**src/rtl/eq1.sv**
```systemverilog
// eq1: unsigned operand comparator (eq/gt/lt) with a one-cycle registered result,
// valid strobe and sticky mismatch flag. Optional saturating match counter: EQ1_MATCH_CNT_EN.
module eq1 #(
  parameter int WIDTH = 1,
  parameter int CNT_W = 16
) (
  input  logic             clk,
  input  logic             reset,
  input  logic [WIDTH-1:0] i0,
  input  logic [WIDTH-1:0] i1,
  input  logic             in_valid,
  input  logic             clr,
  output logic             eq,
  output logic             gt,
  output logic             lt,
  output logic             eq_q,
  output logic             gt_q,
  output logic             lt_q,
  output logic             out_valid,
`ifdef EQ1_MATCH_CNT_EN
  output logic [CNT_W-1:0] match_cnt,
`endif
  output logic             mismatch
);

  if (WIDTH < 1 || WIDTH > 64) begin : g_width_check
    $error("eq1: WIDTH must be in 1..64");
  end
  if (CNT_W < 1) begin : g_cnt_w_check
    $error("eq1: CNT_W must be at least 1");
  end

  logic eq_s;
  logic gt_s;
  logic lt_s;

  // Unsigned magnitude compare; exactly one of the three flags is set.
  always_comb begin
    eq_s = 1'b0;
    gt_s = 1'b0;
    lt_s = 1'b0;
    if (i0 == i1) begin
      eq_s = 1'b1;
    end else if (i0 > i1) begin
      gt_s = 1'b1;
    end else begin
      lt_s = 1'b1;
    end
  end

  assign eq = eq_s;
  assign gt = gt_s;
  assign lt = lt_s;

  // Result stage: loads only on in_valid so idle-cycle operands never reach state.
  always_ff @(posedge clk) begin
    if (reset) begin
      eq_q      <= 1'b0;
      gt_q      <= 1'b0;
      lt_q      <= 1'b0;
      out_valid <= 1'b0;
    end else if (in_valid) begin
      eq_q      <= eq_s;
      gt_q      <= gt_s;
      lt_q      <= lt_s;
      out_valid <= 1'b1;
    end else begin
      out_valid <= 1'b0;
    end
  end

  // Sticky mismatch; clr beats a same-edge mismatching sample.
  always_ff @(posedge clk) begin
    if (reset) begin
      mismatch <= 1'b0;
    end else if (clr) begin
      mismatch <= 1'b0;
    end else if (in_valid && !eq_s) begin
      mismatch <= 1'b1;
    end else begin
      mismatch <= mismatch;
    end
  end

`ifdef EQ1_MATCH_CNT_EN
  localparam logic [CNT_W-1:0] CNT_MAX = {CNT_W{1'b1}};
  localparam logic [CNT_W-1:0] CNT_ONE = {{(CNT_W-1){1'b0}}, 1'b1};

  // Saturating count of valid equal samples.
  always_ff @(posedge clk) begin
    if (reset) begin
      match_cnt <= {CNT_W{1'b0}};
    end else if (clr) begin
      match_cnt <= {CNT_W{1'b0}};
    end else if (in_valid && eq_s && (match_cnt != CNT_MAX)) begin
      match_cnt <= match_cnt + CNT_ONE;
    end else begin
      match_cnt <= match_cnt;
    end
  end
`endif

endmodule

```
**config.mk**
```make
export PLATFORM = sky130hd
export DESIGN_NAME = eq1
export DESIGN_NICKNAME = d
export VERILOG_FILES = /design/src/rtl/eq1.sv
export SDC_FILE = /design/constraint.sdc
export NUM_CORES = 1
export LEC_CHECK = 0
export BUFFER_PORTS_ARGS = -buffer_cell sky130_fd_sc_hd__buf_2
export CORE_AREA = 3 3 40 42
export CTS_BUF_LIST = sky130_fd_sc_hd__clkbuf_4
export CTS_CLUSTER_SIZE = 24
export DETAILED_ROUTE_END_ITERATION = 10
export DIE_AREA = 0 0 43 45
export PLACE_DENSITY = 0.42
export SYNTH_ARGS = -nofsm -noshare
export SYNTH_HDL_FRONTEND = slang
export SYNTH_SLANG_ARGS = --single-unit
```
**constraint.sdc**
```tcl
create_clock -name clk -period 0.8 [get_ports clk]
set_clock_uncertainty 0.15 [all_clocks]
set_input_delay 0.08 -clock clk [delete_from_list [all_inputs] [get_ports clk]]
set_output_delay 0.08 -clock clk [all_outputs]
set_load 0.02 [all_outputs]
```
==> results by group <==
Synthesis
  • YS warnings: 0
  • Mean Syn Cell Area: 10.4 sq um
  • Mapped cell area: 198 sq um
  • Syn nets: 27
  • FF+latch count, synth: 5
  • Synth unique cells: 7
  • Post-synthesis cell count: 19
  • Seq/Total Area, Yosys: 50.6%

Placed design
  • DP Worst Slack: -0.150 ns
  • Post-DP HPWL: 371 microns
  • PortBufs: 13
  • Routability Congestion: 0.666

Setup path
  • Worst path slowest cell: dfxtp_2
  • Crit path max fanout: 2
  • CP Buf/Inv Count: 1
  • Max incr delay on CP: 0.33 ns
  • Critical path capture point type: output port
  • Worst R2R Setup Slack: -0.06 ns
  • Critical-path cell list: buf_6
  • R2r endpoint: lt_q
  • R2r startpoint: lt_q
  • Worst EP required: 0.57 ns
  • CP Launch Type: flip-flop
  • Critical path class: reg2out
  • Path depth of the worst reg2reg path: 3
  • Crit path max-delay family: flip-flops
  • CP Data Arrival Time: 0.69 ns

Floorplanning
  • Die area: 1940 sq um
  • Die width: 43 microns
  • Num ports: 14
  • Initial core utilization: 15.4%
  • Die H: 45 microns
  • Row count: 13
  • Core ar.: 1280 sq um

Timing
  • TNS Setup: -0.594 ns
  • Final Worst Setup Slack: -0.120 ns
  • Unrepaired setup endpoints after global routing: true
  • Fin crit period: 0.920 ns
  • Fin Hold WS: -0.0917 ns
  • Final Cycle Share: 115%
  • Slew headroom: 91.1%
  • Fmax: 1.09 GHz
  • Final Hold Viols: 5
  • Final setup fails: 6
  • Slew @ Worst Pin: 0.130 ns
  • Final slew viol count: 0

CTS
  • Clock Tree Buf Depth: 2
  • Clock buffer count from CTS: 3
  • CTS root buffer: clkbuf_4
  • CTS tree: done
  • CTS Sinks: 5
  • Clk_lat worst skew: 0.24 ns
  • Clock-pin slew on the worst setup and hold paths: 0.04 ns
  • H-tree levels: 1

Drt
  • Routed WL: 476 microns
  • Avg WL per Cell: 9.15 microns
  • Vias: 193
  • # DRC: 0
  • 1st-iter DRT viols: 4
  • Routed vias/inst: 3.71
  • ANT nets after route: 0
  • Total iterations of the first detailed-routing run: 4

Min path
  • Hold endpoint: gt_q
  • Hold depth: 2
  • Worst hold path class: in2reg
  • Worst hold start: reset

Final layout
  • Area of the multi-input gates: 105 sq um
  • Most frequent cells in the layout: 7 x buf_6, 5 x dfxtp_2, 4 x nor2_1, 4 x clkbuf_4, 4 x buf_2
  • Reg area: 106 sq um
  • Fill count: 134
  • Layout cells sized above 1: 70.3%
  • Ant diodes: 0
  • Commonest non-fill, non-tap cell in the layout: buf_6
  • Final nets: 46
  • Synth-to-Final Area Change: 102%

Power
  • Leak pwr: 0.194 nW
  • Peak supply drop: 0.000828 V
  • Ratio of total power to cell area: 1870 nW/um^2

Status
  • Status: finished with violations
  • Violated checks: hold timing, setup timing

Global route
  • Pin count of the biggest net entering global routing: 6
  • Initial antenna violation count: 0
  • Global-route wire length before repair: 876 microns
  • Tot GR Track Use: 6.99%
  • Vias in the first global route: 210
  • Global route overflow: 0

Run
  • MaxCap Viol Count: 0
-- metrics by stage --
| stage | cells | util [%] | total power (W) | cell area, sq um |
|---|---|---|---|---|
| after floorplan | 19 | - | 0.000347 | 213 |
| after global placement | 47 | 23.1 | 0.000387 | 297 |
| after detailed placement | 47 | 23.1 | 0.000389 | 297 |
| after CTS | 51 | 29.8 | 0.000768 | 383 |
| after global routing | 52 | 31.1 | 0.000813 | 399 |
| final | 52 | 31.1 | 0.000747 | 399 |
-- cells in the mapped netlist --
| library cell | count | area, sq um |
|---|---|---|
| mux2i_1 | 3 | 30.0 |
| dfxtp_1 | 5 | 100 |
| o21a_1 | 1 | 7.51 |
| nor2_1 | 4 | 15.0 |
| nor2b_1 | 2 | 12.5 |
| ha_1 | 2 | 25.0 |
| inv_1 | 2 | 7.51 |
-- how the worst max path moves through the flow --
stage	slack, ns	endpoint	from	depth (start not counted)
after floorplan	-0.06	mismatch	i0	4
after global placement	-0.14	mismatch	i0	5
after detailed placement	-0.15	mismatch	i0	5
after CTS	-0.14	eq_q	eq_q	1
after global routing	-0.16	eq_q	eq_q	1
final	-0.12	eq_q	eq_q	1
-- repair_timing --
item / 4_1_cts / 5_1_grt
setup endpoints to repair: 7 / 8
pin swaps: 1 / 1
buffers inserted: 0 / 1
endpoints found under the hold margin: 5 / 5
resized for setup: 19 / 3
-- area by class of cell --
class / instances / share of cell area [%]
inverters: 2 / 2.51
flip-flops and latches: 5 / 26.6
clock buffers: 4 / 7.52
multi-input cells: 12 / 26.3
repair buffers: 14 / 32.3
well taps: 15 / 4.70
-- cells by family after synthesis --
kind of cell               share of synthesized area, %
AOI/OAI and AO/OA                                  3.80
adders and majority gates                          12.7
buffers and inverters                              3.80
DFF                                                50.6
muxes                                              15.2
and+or+nand+nor                                    13.9
-- state kept, by name (all words and copies together), names as in the netlist --
name,count
lt_q,1
mismatch,1
out_valid,1
gt_q,1
eq_q,1
-- report_power, final --
part | leakage [nW] | internal (W) | switching [W]
logic | 0.132 | 0.0000817 | 0.0000693
registers | 0.0430 | 0.000266 | 0.00000823
clock network | 0.0184 | 0.000222 | 0.000100
total | 0.194 | 0.000569 | 0.000178
-- per-layer routing --
metal  GRT usage (%)  routed length (microns)  vias up
li1                -                        -       96
met1            7.23                      221       85
met2            8.98                      189       12
met3            4.78                       64        0
met4            7.23                        0        0
met5               0                        0        -
Note: power is estimated with default switching activity, not from simulation.
